--- src/rtl/key_pkg.sv ---
// Shared constants and FSM state encoding for the 16-key pad front end.
package key_pkg;

    localparam int NKEYS = 16;
    localparam int KEY_W = 4;

    typedef enum logic [1:0] {
        S_IDLE = 2'd0,
        S_PUSH = 2'd1,
        S_HOLD = 2'd2
    } state_e;

endpackage

--- src/rtl/key_fifo.sv ---
// Small show-ahead FIFO with push/pop/clear; a push while full is only taken
// when a pop happens in the same cycle, otherwise it is reported on drop_o.
module key_fifo #(
    parameter int DEPTH = 4,
    parameter int W     = 4
) (
    input  logic         clk_i,
    input  logic         rst_ni,
    input  logic         clear_i,
    input  logic         push_i,
    input  logic [W-1:0] data_i,
    input  logic         pop_i,
    output logic [W-1:0] data_o,
    output logic         empty_o,
    output logic         full_o,
    output logic         drop_o
);

    localparam int AW = (DEPTH > 1) ? $clog2(DEPTH) : 1;
    localparam int CW = $clog2(DEPTH + 1);

    logic [W-1:0]  mem_q [DEPTH];
    logic [AW-1:0] wr_ptr_q, wr_ptr_d;
    logic [AW-1:0] rd_ptr_q, rd_ptr_d;
    logic [CW-1:0] count_q, count_d;
    logic          do_pop, do_push;

    assign empty_o = (count_q == '0);
    assign full_o  = (count_q == CW'(DEPTH));
    assign do_pop  = pop_i && !empty_o;
    assign do_push = push_i && (!full_o || do_pop);
    assign drop_o  = push_i && !do_push && !clear_i;
    assign data_o  = empty_o ? '0 : mem_q[rd_ptr_q];

    // Pointers are log2(DEPTH) wide, so the increment wraps naturally.
    always_comb begin
        wr_ptr_d = wr_ptr_q;
        rd_ptr_d = rd_ptr_q;
        count_d  = count_q;
        if (clear_i) begin
            wr_ptr_d = '0;
            rd_ptr_d = '0;
            count_d  = '0;
        end else begin
            if (do_pop) begin
                rd_ptr_d = rd_ptr_q + AW'(1);
            end
            if (do_push) begin
                wr_ptr_d = wr_ptr_q + AW'(1);
            end
            case ({do_push, do_pop})
                2'b10:   count_d = count_q + CW'(1);
                2'b01:   count_d = count_q - CW'(1);
                default: count_d = count_q;
            endcase
        end
    end

    always_ff @(posedge clk_i or negedge rst_ni) begin
        if (!rst_ni) begin
            wr_ptr_q <= '0;
            rd_ptr_q <= '0;
            count_q  <= '0;
        end else begin
            wr_ptr_q <= wr_ptr_d;
            rd_ptr_q <= rd_ptr_d;
            count_q  <= count_d;
        end
    end

    always_ff @(posedge clk_i) begin
        if (do_push && !clear_i) begin
            mem_q[wr_ptr_q] <= data_i;
        end
    end

endmodule

--- src/rtl/keyenc.sv ---
// Combinational lowest-bit-wins priority encoder: bit 0 -> code 0, bit 15 -> code 15.
module keyenc
    import key_pkg::*;
(
    input  logic [NKEYS-1:0] vec_i,
    output logic [KEY_W-1:0] code_o
);

    logic [NKEYS-1:0] first_hot;

    genvar gi;
    generate
        for (gi = 0; gi < NKEYS; gi++) begin : g_first
            if (gi == 0) begin : g_lsb
                assign first_hot[gi] = vec_i[gi];
            end else begin : g_upper
                assign first_hot[gi] = vec_i[gi] & ~(|vec_i[gi-1:0]);
            end
        end
    endgenerate

    // first_hot is one-hot (or zero), so OR-ing the indices yields the code.
    always_comb begin
        code_o = '0;
        for (int i = 0; i < NKEYS; i++) begin
            if (first_hot[i]) begin
                code_o = code_o | KEY_W'(i);
            end
        end
    end

endmodule

--- src/rtl/key_scan_ctrl.sv ---
// Key pad front end: 2-FF sync, debounce, one code per press episode, and a
// show-ahead code queue popped with a valid/ack handshake.
module key_scan_ctrl
    import key_pkg::*;
#(
    parameter int DB_CYCLES  = 50000,
    parameter int DB_W       = 16,
    parameter int FIFO_DEPTH = 4
) (
    input  logic             clk_i,
    input  logic             rst_ni,
    input  logic [NKEYS-1:0] keys_i,
    input  logic             clear_i,
    input  logic             key_ack_i,
    output logic             key_valid_o,
    output logic [KEY_W-1:0] key_code_o,
    output logic             key_held_o,
    output logic             fifo_full_o,
    output logic             overflow_o
);

    logic [NKEYS-1:0] sync1_q, sync2_q;
    logic [NKEYS-1:0] cand_q, cand_d;
    logic [NKEYS-1:0] stable_q, stable_d;
    logic [DB_W-1:0]  cnt_q, cnt_d, cnt_inc;
    state_e           state_q, state_d;
    logic             overflow_q, overflow_d;
    logic             push_req;
    logic [KEY_W-1:0] push_code;
    logic             fifo_empty, fifo_full, fifo_drop;

    always_ff @(posedge clk_i or negedge rst_ni) begin
        if (!rst_ni) begin
            sync1_q <= '0;
            sync2_q <= '0;
        end else begin
            sync1_q <= keys_i;
            sync2_q <= sync1_q;
        end
    end

    // The incremented count is compared so the vector is accepted on the
    // DB_CYCLES-th consecutive edge that sees it (load edge included).
    assign cnt_inc = (cnt_q == '1) ? cnt_q : cnt_q + DB_W'(1);

    always_comb begin
        cand_d   = cand_q;
        cnt_d    = cnt_q;
        stable_d = stable_q;
        if (sync2_q != cand_q) begin
            cand_d = sync2_q;
            cnt_d  = '0;
        end else begin
            cnt_d = cnt_inc;
            if (cnt_inc == DB_W'(DB_CYCLES - 1)) begin
                stable_d = cand_q;
            end
        end
    end

    always_ff @(posedge clk_i or negedge rst_ni) begin
        if (!rst_ni) begin
            cand_q   <= '0;
            cnt_q    <= '0;
            stable_q <= '0;
        end else begin
            cand_q   <= cand_d;
            cnt_q    <= cnt_d;
            stable_q <= stable_d;
        end
    end

    always_ff @(posedge clk_i or negedge rst_ni) begin
        if (!rst_ni) begin
            state_q <= S_IDLE;
        end else begin
            state_q <= state_d;
        end
    end

    // Changes while held (extra keys, partial release) are ignored until all keys are up.
    always_comb begin
        state_d = state_q;
        case (state_q)
            S_IDLE:  if (stable_q != '0) state_d = S_PUSH;
            S_PUSH:  state_d = S_HOLD;
            S_HOLD:  if (stable_q == '0) state_d = S_IDLE;
            default: state_d = S_IDLE;
        endcase
    end

    always_comb begin
        push_req = 1'b0;
        case (state_q)
            S_PUSH:  push_req = 1'b1;
            default: push_req = 1'b0;
        endcase
    end

    keyenc u_enc (
        .vec_i  (stable_q),
        .code_o (push_code)
    );

    key_fifo #(
        .DEPTH (FIFO_DEPTH),
        .W     (KEY_W)
    ) u_fifo (
        .clk_i   (clk_i),
        .rst_ni  (rst_ni),
        .clear_i (clear_i),
        .push_i  (push_req),
        .data_i  (push_code),
        .pop_i   (key_ack_i),
        .data_o  (key_code_o),
        .empty_o (fifo_empty),
        .full_o  (fifo_full),
        .drop_o  (fifo_drop)
    );

    always_comb begin
        overflow_d = overflow_q;
        if (clear_i) begin
            overflow_d = 1'b0;
        end else if (fifo_drop) begin
            overflow_d = 1'b1;
        end
    end

    always_ff @(posedge clk_i or negedge rst_ni) begin
        if (!rst_ni) begin
            overflow_q <= 1'b0;
        end else begin
            overflow_q <= overflow_d;
        end
    end

    assign key_valid_o = !fifo_empty;
    assign fifo_full_o = fifo_full;
    assign key_held_o  = (stable_q != '0);
    assign overflow_o  = overflow_q;

endmodule

--- config.mk ---
export PLATFORM = sky130hd
export DESIGN_NAME = key_scan_ctrl
export DESIGN_NICKNAME = d
export VERILOG_FILES = /design/src/rtl/key_pkg.sv /design/src/rtl/key_fifo.sv /design/src/rtl/keyenc.sv /design/src/rtl/key_scan_ctrl.sv
export SDC_FILE = /design/constraint.sdc
export NUM_CORES = 1
export LEC_CHECK = 0
export CAP_MARGIN = 20
export CORE_MARGIN = 2
export CORE_UTILIZATION = 45
export DETAILED_ROUTE_END_ITERATION = 6
export GPL_ROUTABILITY_DRIVEN = 0
export GPL_TIMING_DRIVEN = 0
export PLACE_DENSITY_LB_ADDON = 0.1
export SETUP_SLACK_MARGIN = 0.2
export SLEW_MARGIN = 25
export SYNTH_ARGS = -nofsm -noshare
export SYNTH_HDL_FRONTEND = slang
export SYNTH_SLANG_ARGS = --single-unit
--- constraint.sdc ---
create_clock -name clk_i -period 3.4 [get_ports clk_i]
set_clock_uncertainty 0.15 [all_clocks]
set_input_delay 0.51 -clock clk_i [delete_from_list [all_inputs] [get_ports clk_i]]
set_output_delay 0.51 -clock clk_i [all_outputs]
set_load 0.02 [all_outputs]
==> impl_results.rst, run 1 <==
.. list-table::
   :header-rows: 1

   * - Metric
     - Value
   * - Outcome
     - complete, no violations
   * - Syn Area/Cell
     - 12.8 µm²
   * - Final core utilization
     - 53.5%
   * - Total number of yosys warnings
     - 0
   * - Most frequent standard cell in the layout excluding fill and tap cells
     - sky130_fd_sc_hd__dfrtp_1
   * - RSZ-0062 raised after global routing
     - false
   * - Maximum number of pins on one net before global-route repair
     - 62
   * - Worst endpoint data arrival time
     - 3.12 ns
   * - Max-cap viol count
     - 0
   * - Vert. Die Dim
     - 104 µm
   * - WHS Endpoint
     - sync2_q[3]$_DFF_PN0_
   * - Number of clock sinks
     - 106
   * - Average vias per placed instance
     - 5.01
   * - Horiz. Die Dim
     - 104 µm
   * - Number of global-route vias before repair
     - 2567
   * - Clock buffer depth
     - 2
   * - Top library cells by usage in the layout, fill and taps aside
     - sky130_fd_sc_hd__dfrtp_1, sky130_fd_sc_hd__nor2_1, sky130_fd_sc_hd__clkdlybuf4s50_1
   * - Reg-to-reg setup timing slack
     - 0.38 ns
   * - Count of flip-flops with a built-in enable after synthesis
     - 16
   * - Worst flop-to-flop path endpoint
     - stable_q[6]$_DFFE_PN0P_
   * - Most used flip-flop cell after synthesis
     - sky130_fd_sc_hd__dfrtp_1
   * - Total gr overflow
     - 0
   * - Count of unresolved DRC violations after routing
     - 0
   * - P&R area growth vs syn
     - 15.8%
   * - Final routed wirelength across all metal layers
     - 7.26 mm
   * - H-tree levels
     - 3
   * - Number of vias after detailed routing
     - 2645
   * - Class of the most critical hold timing path
     - reg -> reg
   * - Cell-by-cell listing of the critical path
     - ha_4, nand4_4, or4_4, buf_6, mux2i_2, a311oi_1, and4bb_1, buf_6, buf_12, mux2_4
   * - Post-route ant nets
     - 0
   * - Worst-Margin Slew
     - 0.852 ns
   * - Ant. Diodes
     - 0
   * - Total number of nets in the final design
     - 416
   * - Layout cell share with drive strength beyond 1
     - 15.7%
   * - TritonCTS Buffers
     - 9
   * - Number of violations reported at the end of detailed-routing iteration 0
     - 91
   * - GRT Total Usage
     - 14.5%
   * - Cell count after placement
     - 510
   * - I/O pins
     - 28
   * - Hold wc startpoint
     - sync1_q[3]$_DFF_PN0_
   * - Fraction of post-synthesis cell area in the top cell type by area
     - 50.1%
   * - Final period demand of the worst path
     - 3.02 ns
   * - Path depth of the worst reg2reg path
     - 10
   * - Endpoint type of the worst setup path
     - flop
   * - Average wire per standard cell
     - 13.8 µm
   * - Synth async-reset ratio
     - 84.9%
   * - Slowest cell delay on critical path
     - 0.54 ns
   * - Hold violation count in the final report
     - 0
   * - Final setup viols
     - 0
   * - Site row count
     - 36
   * - Post-detailed-placement half-perimeter wirelength
     - 5.13 mm
   * - Count of buffers from port buffering
     - 26
   * - Launching element type of the critical path
     - flop
   * - FMAX
     - 331 MHz
   * - Required time reported for the critical path endpoint
     - 3.50 ns
   * - Share of the yosys chip area belonging to registers
     - 60.8%
   * - First-pass GRT wire length
     - 12.5 mm
   * - Max Transition Viols Final
     - 0
   * - Power density relative to cell area
     - 447 nW/µm²
   * - CP dominant cell by count
     - sky130_fd_sc_hd__buf_6
   * - Post-synthesis instance area
     - 4500 µm²
   * - Root buffer selected by CTS
     - sky130_fd_sc_hd__clkbuf_8
   * - Net count after synthesis
     - 376
   * - Peak fanout along the critical path
     - 10
   * - Number of synthesized register bits
     - 106
   * - Worst max-slew margin expressed relative to the limit
     - 42.5%
   * - Top cells by area in the synthesized netlist
     - sky130_fd_sc_hd__dfrtp_1, sky130_fd_sc_hd__edfxtp_1, sky130_fd_sc_hd__xor2_1
   * - Post-layout instance count excluding filler cells
     - 528
   * - Cell taking the most area after synthesis
     - sky130_fd_sc_hd__dfrtp_1
   * - Core area
     - 9730 µm²
   * - Worst Hold Margin
     - 0.200 ns
   * - Die area
     - 10800 µm²
   * - Beginning of the worst register-to-register path
     - cnt_q[1]$_DFF_PN0_
   * - Worst-path clk slew
     - 0.11 ns
   * - Unique cell type count in the Yosys netlist
     - 57
   * - Initial DRT Pass Iterations
     - 4
   * - Number of cells on the worst hold path
     - 0
   * - Share of the cycle needed by the critical path after routing
     - 88.9%
   * - Leakage component of the power
     - 2.23 nW
   * - Critical-path cell with the highest stage delay
     - sky130_fd_sc_hd__or4_4
   * - Initial antenna violation count
     - 0
   * - Type of the worst setup path
     - reg -> reg
   * - Worst-case vdd ir drop
     - 208 µV
   * - Cells after synthesis
     - 350
   * - Starting Density
     - 46.2%
   * - CTS tree
     - yes
   * - Latest clock arrival within the worst-skew pair
     - 0.36 ns
## worst max path at each step
stage,slack (ns),from,end
after floorplan,0.51,cnt_q[1]$_DFF_PN0_,stable_q[10]$_DFFE_PN0P_
after global placement,-1.62,rst_ni,u_fifo.count_q[0]$_DFFE_PN0P_
after detailed placement,0.14,stable_q[2]$_DFFE_PN0P_,key_held_o
after CTS,0.26,cnt_q[1]$_DFF_PN0_,stable_q[14]$_DFFE_PN0P_
after global routing,0.21,stable_q[2]$_DFFE_PN0P_,key_held_o
final,0.38,cnt_q[1]$_DFF_PN0_,stable_q[6]$_DFFE_PN0P_
## sequential cells by signal (all words and copies together) (netlist names)
name and count:
overflow_o 1, sync1_q 16, u_fifo.mem_q 16, u_fifo.count_q 3, u_fifo.wr_ptr_q 2, cnt_q 16
state_q 2, stable_q 16, u_fifo.rd_ptr_q 2, cand_q 16, sync2_q 16
## worst max-delay path, delay by kind of cell, from the launching register on
kind | cells | cell delay (ns)
AO/OA/AOI/OAI | 1 | 0.25
adder cells (fa/ha/maj) | 1 | 0.19
buffers and inverters | 3 | 0.46
flip-flops | 1 | 0.44
multiplexers | 2 | 0.46
AND/OR/NAND/NOR | 3 | 0.96
## final cells by class
cell class / count / area [µm²]
Clock buffer: 11 / 141
Inverter: 10 / 37.5
Tap cell: 133 / 166
Fill cell: 877 / 4530
Buffer: 29 / 159
Clock inverter: 5 / 45.0
Multi-Input combinational cell: 205 / 1620
Sequential cell: 106 / 2730
Timing Repair Buffer: 29 / 305
## routing by layer
metal / wire (µm) / vias to the layer above / share of wire, % / GRT usage (%)
met4: 104 / 0 / 1.4 / 5.69
met5: 0 / - / 0 / 0
met2: 3330 / 39 / 46 / 21.3
met3: 204 / 10 / 2.8 / 2.69
li1: - / 1301 / - / -
met1: 3620 / 1295 / 50 / 21.4
## cells in the mapped netlist (2+ instances only)
| library cell | number |
|---|---|
| sky130_fd_sc_hd__dfrtp_1 | 90 |
| sky130_fd_sc_hd__nor2_1 | 32 |
| sky130_fd_sc_hd__xor2_1 | 23 |
| sky130_fd_sc_hd__clkbuf_1 | 22 |
| sky130_fd_sc_hd__edfxtp_1 | 16 |
| sky130_fd_sc_hd__nor4_1 | 12 |
| sky130_fd_sc_hd__nand2_1 | 11 |
| sky130_fd_sc_hd__a21oi_1 | 10 |
| sky130_fd_sc_hd__and2_1 | 10 |
| sky130_fd_sc_hd__inv_1 | 10 |
| sky130_fd_sc_hd__mux2_4 | 10 |
| sky130_fd_sc_hd__nor3_1 | 9 |
| sky130_fd_sc_hd__o21ai_0 | 9 |
| sky130_fd_sc_hd__mux2_2 | 6 |
| sky130_fd_sc_hd__mux2i_1 | 6 |
| sky130_fd_sc_hd__nand4_1 | 6 |
| sky130_fd_sc_hd__ha_1 | 5 |
| sky130_fd_sc_hd__mux4_2 | 4 |
| sky130_fd_sc_hd__nand3_1 | 4 |
| sky130_fd_sc_hd__o311ai_0 | 4 |
| sky130_fd_sc_hd__nand2b_1 | 3 |
| sky130_fd_sc_hd__nor2b_1 | 3 |
| sky130_fd_sc_hd__or3_1 | 3 |
| sky130_fd_sc_hd__and4_1 | 2 |
| sky130_fd_sc_hd__and4_2 | 2 |
| sky130_fd_sc_hd__buf_4 | 2 |
| sky130_fd_sc_hd__buf_6 | 2 |
| sky130_fd_sc_hd__nand4_2 | 2 |
| sky130_fd_sc_hd__nand4_4 | 2 |
| sky130_fd_sc_hd__o31ai_1 | 2 |
| sky130_fd_sc_hd__xnor2_1 | 2 |
## cells by family (layout without fill, tap and decap cells)
group                      count (synthesis)  in the layout  share of synthesized area (%)
buffers and inverters                     39             84                           4.37
and+or+nand+nor                          111            111                           14.5
xor gates and xnor gates                  25             25                           4.87
AOI/OAI and AO/OA                         36             36                           5.18
DFF                                      106            106                           60.8
muxes                                     27             27                           8.49
adders and majority gates                  6              6                           1.84
## through the flow
step,setup WS (ns),area (µm²),setup TNS (ns),power (mW)
final,0.376,5200,0,2.32
after global routing,0.212,5200,0,2.45
after CTS,0.260,5180,0,2.37
after detailed placement,0.137,4950,0,1.63
after global placement,-1.62,4920,-144.76,1.62
after floorplan,0.511,4500,0,1.53
## repair_timing
| action | 4_1_cts | 5_1_grt |
|---|---|---|
| hold endpoints to repair | 29 | 0 |
| setup endpoints to repair | 3 | 11 |
| gates cloned | 0 | 0 |
| pin swaps | 1 | 0 |
| resized for setup | 6 | 3 |
| setup buffers | 1 | 0 |
| hold buffers | 1 | 0 |
## where the power goes
| group | switching [mW] | internal (mW) | leakage, nW | total, mW |
|---|---|---|---|---|
| sequential | 0.0363 | 1.33 | 1.33 | 1.37 |
| combinational | 0.121 | 0.109 | 0.808 | 0.230 |
| clock | 0.427 | 0.299 | 0.0925 | 0.726 |
| total | 0.584 | 1.74 | 2.23 | 2.32 |
Note: power is estimated with default switching activity, not from simulation.
==> run 2, diff against run 1 <==
Settings changed: CORE_MARGIN 2 to 5.
==> impl_results.rst, run 2 (synthesis results as in run 1) <==
.. list-table::
   :header-rows: 1

   * - Metric
     - Value
   * - Number of clock sinks
     - 106 (unchanged)
   * - Area taken by flip-flops and latches
     - 2730 µm² (unchanged)
   * - FMAX
     - 325 MHz (-1.6%)
   * - I/O pins
     - 28 (unchanged)
   * - Post-place setup slack
     - 0.119 ns (-0.0172 ns)
   * - Total number of nets in the final design
     - 416 (unchanged)
   * - Final core utilization
     - 53.4% (-0.080 points)
   * - Number of violations reported at the end of detailed-routing iteration 0
     - 101 (+11%)
   * - Number of global-route vias before repair
     - 2689 (+4.8%)
   * - Initial antenna violation count
     - 0 (unchanged)
   * - Cell-by-cell listing of the critical path
     - ha_2, nand4_4, or4_4, buf_6, mux2i_2, a311oi_1, and4bb_1, buf_6, buf_12, mux2_4
   * - H-tree levels
     - 3 (unchanged)
   * - CP dominant cell by count
     - sky130_fd_sc_hd__buf_6
   * - Starting Density
     - 46.0% (-0.21 points)
   * - Outcome
     - complete, no violations
   * - Initial DRT Pass Iterations
     - 5 (+1)
   * - Horiz. Die Dim
     - 110 µm (+5.8%)
   * - Post-placement cell area
     - 4950 µm² (unchanged)
   * - Vert. Die Dim
     - 110 µm (+5.8%)
   * - Average wire per standard cell
     - 14.2 µm (+3.0%)
   * - GRT Total Usage
     - 14.1% (-0.36 points)
   * - Average vias per placed instance
     - 5.01 (about the same)
   * - Worst-path clk slew
     - 0.11 ns (about the same)
   * - Number of cells on the worst hold path
     - 0 (unchanged)
   * - Total gr overflow
     - 0 (unchanged)
   * - Worst Hold Margin
     - 0.208 ns (+0.00822 ns)
   * - Count of buffering cells on the critical path with inverters included
     - 3 (unchanged)
   * - Cell count after placement
     - 510 (unchanged)
   * - Worst endpoint data arrival time
     - 3.18 ns (+0.06 ns)
   * - Endpoint type of the worst setup path
     - flop
   * - Site row count
     - 36 (unchanged)
   * - Count of unresolved DRC violations after routing
     - 0 (unchanged)
   * - Die area
     - 12100 µm² (+12%)
   * - Power density relative to cell area
     - 465 nW/µm² (+4.1%)
   * - P&R area growth vs syn
     - 16.1%
   * - Multi-input gate area
     - 1600 µm² (-1.2%)
   * - CTS tree
     - yes
   * - Leakage component of the power
     - 2.24 nW (+0.62%)
   * - First-pass GRT wire length
     - 13.1 mm (+4.9%)
   * - Worst-case vdd ir drop
     - 306 µV (+47%)
   * - Slowest cell delay on critical path
     - 0.55 ns (about the same)
   * - Ant. Diodes
     - 0 (unchanged)
   * - Most frequent standard cell in the layout excluding fill and tap cells
     - sky130_fd_sc_hd__dfrtp_1
   * - Top library cells by usage in the layout, fill and taps aside
     - sky130_fd_sc_hd__dfrtp_1, sky130_fd_sc_hd__nor2_1, sky130_fd_sc_hd__clkdlybuf4s50_1
   * - RSZ-0062 raised after global routing
     - false
   * - Final setup viols
     - 0 (unchanged)
   * - Total of fill cells in the finished design
     - 875 (-0.23%)
   * - Required time reported for the critical path endpoint
     - 3.51 ns (about the same)
   * - Post-detailed-placement half-perimeter wirelength
     - 5.34 mm (+4.0%)
   * - Post-layout instance count excluding filler cells
     - 528 (unchanged)
   * - Type of the worst setup path
     - reg -> reg
   * - Worst max-slew margin expressed relative to the limit
     - 49.8% (+7.3 points)
   * - Post-route ant nets
     - 0 (unchanged)
   * - Levels on crit path
     - 10 (unchanged)
   * - Launching element type of the critical path
     - flop
   * - Critical-path cell with the highest stage delay
     - sky130_fd_sc_hd__or4_4
   * - Max Transition Viols Final
     - 0 (unchanged)
   * - Number of vias after detailed routing
     - 2647 (+0.076%)
   * - Max-cap viol count
     - 0 (unchanged)
   * - Clock buffer depth
     - 2 (unchanged)
   * - Count of buffers from port buffering
     - 26 (unchanged)
   * - Post-route cell area
     - 5220 µm² (+0.31%)
   * - Hold violation count in the final report
     - 0 (unchanged)
   * - Path depth of the worst reg2reg path
     - 10 (unchanged)
   * - Layout cell share with drive strength beyond 1
     - 15.9% (+0.25 points)
   * - Latest clock arrival within the worst-skew pair
     - 0.37 ns (about the same)
   * - Crit path max-delay family
     - simple AND/OR/NAND/NOR gates
   * - Worst-Margin Slew
     - 0.744 ns (-0.108 ns)
   * - Final setup slack of the worst path
     - 0.327 ns (-0.0486 ns)
   * - Final routed wirelength across all metal layers
     - 7.48 mm (+3.0%)
   * - Share of the cycle needed by the critical path after routing
     - 90.4% (+1.4 points)
   * - Root buffer selected by CTS
     - sky130_fd_sc_hd__clkbuf_8
   * - Final period demand of the worst path
     - 3.07 ns (+0.0486 ns)
   * - Maximum number of pins on one net before global-route repair
     - 74 (+19%)
   * - Peak fanout along the critical path
     - 10 (unchanged)
   * - Class of the most critical hold timing path
     - reg -> reg
   * - TritonCTS Buffers
     - 9 (unchanged)
   * - Core area
     - 9770 µm² (+0.46%)
run 2: final timing paths:
kind | from | to | slack, ns
max | cnt_q[1]$_DFF_PN0_ | stable_q[8]$_DFFE_PN0P_ | 0.33
min | sync1_q[1]$_DFF_PN0_ | sync2_q[1]$_DFF_PN0_ | 0.21
max reg2reg | cnt_q[1]$_DFF_PN0_ | stable_q[8]$_DFFE_PN0P_ | 0.33
min reg2reg | sync1_q[1]$_DFF_PN0_ | sync2_q[1]$_DFF_PN0_ | 0.21
max in group asynchronous | rst_ni | cnt_q[1]$_DFF_PN0_ | 2.10
min in group asynchronous | rst_ni | cnt_q[11]$_DFF_PN0_ | 0.39
run 2: cell type report:
| cell class | instances | area share, % |
|---|---|---|
| inverters | 10 | 0.719 |
| repair buffers | 29 | 5.85 |
| well taps | 133 | 3.19 |
| clock buffers | 9 | 2.37 |
| multi-input cells | 205 | 30.6 |
| flip-flops and latches | 106 | 52.4 |
| plain buffers | 29 | 3.04 |
| clock inverters | 7 | 1.87 |
run 2: per-stage QoR:
stage               power (mW)  TNS, ns
global placement          1.62  -153.25
finish                    2.43        0
global route              2.55        0
CTS                       2.47        0
detailed placement        1.63        0
floorplan                 1.53        0
run 2: what timing repair did:
item,4_1_cts,5_1_grt
resized for setup,6,1
hold endpoints to repair,17,0
buffers inserted,1,0
pin swaps,1,0
hold buffers,1,0
setup endpoints to repair,6,10
run 2: worst register-to-register path, stage by stage, from the launching register on:
cell	delay [ns]
sky130_fd_sc_hd__dfrtp_2	0.43
sky130_fd_sc_hd__ha_2	0.27
sky130_fd_sc_hd__nand4_4	0.18
sky130_fd_sc_hd__or4_4	0.55
sky130_fd_sc_hd__buf_6	0.15
sky130_fd_sc_hd__mux2i_2	0.15
sky130_fd_sc_hd__a311oi_1	0.24
sky130_fd_sc_hd__and4bb_1	0.25
sky130_fd_sc_hd__buf_6	0.15
sky130_fd_sc_hd__buf_12	0.15
sky130_fd_sc_hd__mux2_4	0.30
run 2: where the power goes:
group,internal (mW),switching [mW],total (mW)
registers,1.33,0.0357,1.37
logic,0.109,0.120,0.229
clock network,0.364,0.466,0.830
total,1.80,0.622,2.43
run 2: layer usage:
layer / GRT usage [%] / vias up / wire length (µm)
met5: 0 / - / 0
met2: 21.8 / 36 / 3530
met3: 3.58 / 10 / 297
li1: - / 1305 / -
met1: 19.6 / 1296 / 3550
met4: 4.54 / 0 / 102
==> run 3, diff against run 2 <==
Clock period 3.4 ns to 3.1 ns, I/O delays scaled along.
==> impl_results.rst, run 3 (synthesis results as in run 1) <==
.. list-table::
   :header-rows: 1

   * - Metric
     - Value
   * - Outcome
     - complete, no violations
   * - Hold wc startpoint
     - sync1_q[5]$_DFF_PN0_
   * - Max Transition Viols Final
     - 0 (unchanged)
   * - FMAX
     - 355 MHz (+9.1%)
   * - CTS tree
     - yes
   * - Die area
     - 12100 µm² (unchanged)
   * - H-tree levels
     - 3 (unchanged)
   * - I/O pins
     - 28 (unchanged)
   * - Total number of nets in the final design
     - 431 (+3.6%)
   * - Core area
     - 9770 µm² (unchanged)
   * - Most frequent standard cell in the layout excluding fill and tap cells
     - sky130_fd_sc_hd__dfrtp_1
   * - Worst max-slew margin expressed relative to the limit
     - 49.4% (-0.39 points)
   * - Initial antenna violation count
     - 0 (unchanged)
   * - Leakage component of the power
     - 2.33 nW (+3.9%)
   * - Endpoint type of the worst setup path
     - flop
   * - Hold violation count in the final report
     - 0 (unchanged)
   * - P&R area growth vs syn
     - 20.8%
   * - Post-layout instance count excluding filler cells
     - 543 (+2.8%)
   * - Number of clock sinks
     - 106 (unchanged)
   * - Starting Density
     - 46.0% (unchanged)
   * - Power share of the combinational group
     - 9.6% (about the same)
   * - RSZ-0062 raised after global routing
     - true
   * - Final core utilization
     - 55.6% (+2.2 points)
   * - Reg-to-reg setup timing slack
     - 0.28 ns (-0.04 ns)
   * - Average vias per placed instance
     - 5.01 (-0.12%)
   * - Post-route cell area
     - 5430 µm² (+4.0%)
   * - Ant. Diodes
     - 0 (unchanged)
   * - P_sw
     - 0.680 mW (+9.3%)
   * - Peak fanout along the critical path
     - 10 (unchanged)
   * - Worst-path clk slew
     - 0.11 ns (about the same)
   * - Top library cells by usage in the layout, fill and taps aside
     - sky130_fd_sc_hd__dfrtp_1, sky130_fd_sc_hd__nor2_1, sky130_fd_sc_hd__clkdlybuf4s50_1
   * - Path depth of the worst reg2reg path
     - 11 (+1)
   * - Share of the cycle needed by the critical path after routing
     - 90.9% (+0.51 points)
   * - Worst flop-to-flop path endpoint
     - stable_q[8]$_DFFE_PN0P_
   * - Maximum number of pins on one net before global-route repair
     - 74 (unchanged)
   * - Number of global-route vias before repair
     - 2729 (+1.5%)
   * - Final period demand of the worst path
     - 2.82 ns (-0.255 ns)
   * - Type of the worst setup path
     - reg -> reg
   * - Number of cells on the worst hold path
     - 0 (unchanged)
   * - Final routed wirelength across all metal layers
     - 7.74 mm (+3.5%)
   * - Worst-case vdd ir drop
     - 333 µV (+8.9%)
   * - Worst-Margin Slew
     - 0.750 ns (+0.00574 ns)
   * - Post-route ant nets
     - 0 (unchanged)
   * - Class of the most critical hold timing path
     - reg -> reg
   * - Launching element type of the critical path
     - flop
   * - Worst endpoint data arrival time
     - 2.93 ns (-0.25 ns)
   * - Power density relative to cell area
     - 490 nW/µm² (+5.4%)
   * - Clock buffer depth
     - 2 (unchanged)
   * - WHS Endpoint
     - sync2_q[5]$_DFF_PN0_
   * - Site row count
     - 36 (unchanged)
   * - TritonCTS Buffers
     - 9 (unchanged)
   * - Final total negative setup slack
     - 0 ns (unchanged)
   * - Net switching share of the total power
     - 25.6% (-0.079 points)
   * - Post-detailed-placement half-perimeter wirelength
     - 5.34 mm (unchanged)
   * - Final setup viols
     - 0 (unchanged)
   * - Initial DRT Pass Iterations
     - 4 (-1)
   * - Fraction of power consumed by sequential logic
     - 56.4% (about the same)
   * - Beginning of the worst register-to-register path
     - cnt_q[1]$_DFF_PN0_
   * - Root buffer selected by CTS
     - sky130_fd_sc_hd__clkbuf_8
   * - Horiz. Die Dim
     - 110 µm (unchanged)
   * - Count of unresolved DRC violations after routing
     - 0 (unchanged)
   * - Number of vias after detailed routing
     - 2719 (+2.7%)
   * - Latest clock arrival within the worst-skew pair
     - 0.38 ns (about the same)
   * - Layout cell share with drive strength beyond 1
     - 22.9% (+7.0 points)
   * - Average wire per standard cell
     - 14.3 µm (+0.64%)
   * - Number of violations reported at the end of detailed-routing iteration 0
     - 106 (+5.0%)
   * - Total gr overflow
     - 0 (unchanged)
   * - Post-place setup slack
     - -0.136 ns (-0.255 ns)
   * - PnR Total Power
     - 2.66 mW (+9.6%)
   * - Internal Power
     - 1.98 mW (+9.8%)
   * - First-pass GRT wire length
     - 13.4 mm (+2.0%)
   * - Max-cap viol count
     - 0 (unchanged)
   * - Post-placement cell area
     - 4950 µm² (unchanged)
   * - Total of fill cells in the finished design
     - 860 (-1.7%)
   * - GRT Total Usage
     - 14.4% (+0.30 points)
   * - Count of buffers from port buffering
     - 26 (unchanged)
   * - Cell count after placement
     - 510 (unchanged)
   * - Proportion of power drawn by the clock network
     - 34.1% (about the same)
   * - Worst Hold Margin
     - 0.209 ns (+0.000660 ns)
   * - Final setup slack of the worst path
     - 0.282 ns (-0.0447 ns)
   * - Required time reported for the critical path endpoint
     - 3.21 ns (-0.30 ns)
   * - Vert. Die Dim
     - 110 µm (unchanged)
==> run 3: cell types whose count changed in the layout (fill, tap and decap cells not counted), sizes merged <==
cell           before  now
clkbuf             33   31
clkdlybuf4s15       0    1
dlygate4sd2         1    0
buf                 8   25
==> run 3: layout make-up <==
class                   instances  area (µm²)  area share (%)
multi-input cells             205        1660            30.6
inverters                      10        37.5           0.691
clock buffers                   9         124            2.28
flip-flops and latches        106        2740            50.5
plain buffers                  29         169            3.11
well taps                     133         166            3.06
clock inverters                 7        97.6            1.80
repair buffers                 44         432            7.95
==> run 3: routing by layer <==
metal / track usage, % / wire [µm] / vias to the layer above
met4: 4.81 / 129 / 0
met2: 22.4 / 3710 / 40
li1: - / - / 1337
met5: 0 / 0 / -
met1: 19.8 / 3650 / 1330
met3: 3.64 / 261 / 12
==> run 3: timing repair <==
action | CTS | global route
pin swaps | 4 | 5
hold buffers | 1 | 0
endpoints found under the setup margin | 21 | 17
hold endpoints to repair | 17 | 0
resized for setup | 15 | 21
buffers inserted | 4 | 12
==> run 3: worst max path at each step <==
stage,startpoint,endpoint,slack (ns),depth (start not counted)
3_3_place_gp,rst_ni,cnt_q[10]$_DFF_PN0_,-1.97,1
2_1_floorplan,cnt_q[1]$_DFF_PN0_,stable_q[10]$_DFFE_PN0P_,0.21,10
3_5_place_dp,stable_q[2]$_DFFE_PN0P_,key_held_o,-0.14,6
5_1_grt,stable_q[0]$_DFFE_PN0P_,key_held_o,0.18,6
4_1_cts,stable_q[6]$_DFFE_PN0P_,key_held_o,0.13,6
6_report,cnt_q[1]$_DFF_PN0_,stable_q[8]$_DFFE_PN0P_,0.28,11
==> run 3: critical path, stage by stage (launching register included) <==
cell and delay (ns):
sky130_fd_sc_hd__dfrtp_2 0.44, sky130_fd_sc_hd__ha_4 0.18, sky130_fd_sc_hd__buf_4 0.14, sky130_fd_sc_hd__and4_1 0.18
sky130_fd_sc_hd__buf_2 0.15, sky130_fd_sc_hd__and2_1 0.19, sky130_fd_sc_hd__nor3b_1 0.14, sky130_fd_sc_hd__o311ai_1 0.31
sky130_fd_sc_hd__and4bb_1 0.27, sky130_fd_sc_hd__buf_6 0.13, sky130_fd_sc_hd__buf_12 0.15, sky130_fd_sc_hd__mux2_4 0.29
==> run 3: power by group through the flow <==
stage	clock, mW	combinational (mW)	sequential (mW)
2_1_floorplan	0	0.157	1.52
3_3_place_gp	0	0.249	1.53
3_5_place_dp	0	0.258	1.53
4_1_cts	0.948	0.261	1.50
5_1_grt	0.998	0.291	1.51
6_report	0.907	0.254	1.50
==> RTL change, RTL diff (settings of run 2) <==
Encoding of `state_e`: now one-hot (3 bits for 3 states).
--- a/src/rtl/key_pkg.sv
+++ b/src/rtl/key_pkg.sv
@@ -6,6 +6,6 @@
 
-    typedef enum logic [1:0] {
-        S_IDLE = 2'd0,
-        S_PUSH = 2'd1,
-        S_HOLD = 2'd2
+    typedef enum logic [2:0] {
+        S_IDLE = 3'b001,
+        S_PUSH = 3'b010,
+        S_HOLD = 3'b100
     } state_e;
Check against the original RTL: same outputs for any inputs over 10 cycles, from zero or initial values and one cycle with rst_ni low; not proved beyond that.
==> RTL change against run 2 <==
Design area grew 1.2%; synthesized area grew 2.6%; sequential cell count grew 1; worst setup slack gained 0.10 ns; routed wire length grew 2.6%; critical path type unchanged; first-iteration DRC count grew 19%; critical path depth shrank 2.
Power is not compared: it rests on default switching activity, and its combinational part moved more than twofold at a synthesized area within 25%.
==> RTL change: results (changes against run 2) <==
STA
  • Fmax: 0.337 GHz (+3.5%)
  • Worst hold slack: 0.204 ns (-0.00381 ns)

Worst setup path
  • Worst endpoint data arrival time: 3.08 ns (-0.10 ns)
  • Worst r2r path cells: 8 (-2)
  • Critical Path Fanout Max: 8 (-2)
  • CP max stage cell: or4_1

Layout
  • Register area: 2760 sq um (+0.92%)
  • # fillers: 867 (-0.91%)
  • Clk cell area share: 3.60% (-0.64 points)
  • Nonclk buf count: 61 (+5.2%)
  • Finished Layout Cells: 548 (+3.8%)
  • Multi-In Gates: 219 (+6.8%)
  • Layout non-clock buf frac: 9.11% (+0.22 points)
  • Invs w/o clock: 9 (-1)
  • Clock buffer cells: 11 (+2)

Global route
  • Total track usage: 13.2% (-0.96 points)
  • M3 GR Usage: 2.46% (-1.1 points)
  • Met2 usage in global routing: 20.3% (-1.5 points)
  • Met1 Track Usage GR: 18.4% (-1.2 points)
  • First-pass GRT wire length: 13400 um (+2.1%)

Logic synthesis
  • Mux contribution to synthesized area: 8.00% (-0.49 points)
  • Synth Area in XOR/XNOR: 4.56% (-0.31 points)
  • Top post-synthesis cells by count: dfrtp_1, nor2_1, clkbuf_1
  • Post-Syn Instances: 367 (+4.9%)
  • Syn Nets: 393 (+4.5%)
  • Synth Area in Compound Gates: 7.27% (+2.1 points)
  • Synth Area in Adders: 1.79% (-0.046 points)
  • Netlist cell types: 62 (+8.8%)
  • Synthesized flop and latch total: 107 (+0.94%)
  • Synth area leaders: dfrtp_1, edfxtp_1, xor2_1, mux2_4, nor2_1

Die
  • Tapcells: 136 (+2.3%)

Route
  • Metal-1 WL: 3740 um (+5.4%)
  • Met3 WL: 284 um (-4.4%)
  • Met2 wire length: 3500 um (-0.91%)
  • Vias per std cell: 5.13 (+2.4%)

Status
  • Status: complete, no violations

Placed design
  • Cells after DPL: 529 (+3.7%)
  • IO buf count: 25 (-3.8%)
  • Placed Instance Area: 5060 sq um (+2.2%)
  • Hpwl dp: 5410 um (+1.3%)
  • Pre-CTS setup slack: -0.0924 ns (-0.212 ns)

Clock network
  • CTS resizes: 1 (-5)
==> RTL change: how the worst min path moves through the flow <==
stage | cells past startpoint | from | to
2_1_floorplan | 0 | rst_ni | cand_q[0]$_DFFE_PN0N_
3_3_place_gp | 0 | sync1_q[1]$_DFF_PN0_ | sync2_q[1]$_DFF_PN0_
3_5_place_dp | 0 | sync1_q[13]$_DFF_PN0_ | sync2_q[13]$_DFF_PN0_
4_1_cts | 0 | sync1_q[13]$_DFF_PN0_ | sync2_q[13]$_DFF_PN0_
5_1_grt | 0 | sync1_q[2]$_DFF_PN0_ | sync2_q[2]$_DFF_PN0_
6_report | 0 | sync1_q[2]$_DFF_PN0_ | sync2_q[2]$_DFF_PN0_
==> RTL change: worst max-delay path, delay by kind of cell (launching register included) <==
family	cells	cell delay [ns]
compound gates	1	0.17
simple gates	4	1.38
buf+inv	2	0.36
flops	1	0.49
mux	1	0.33
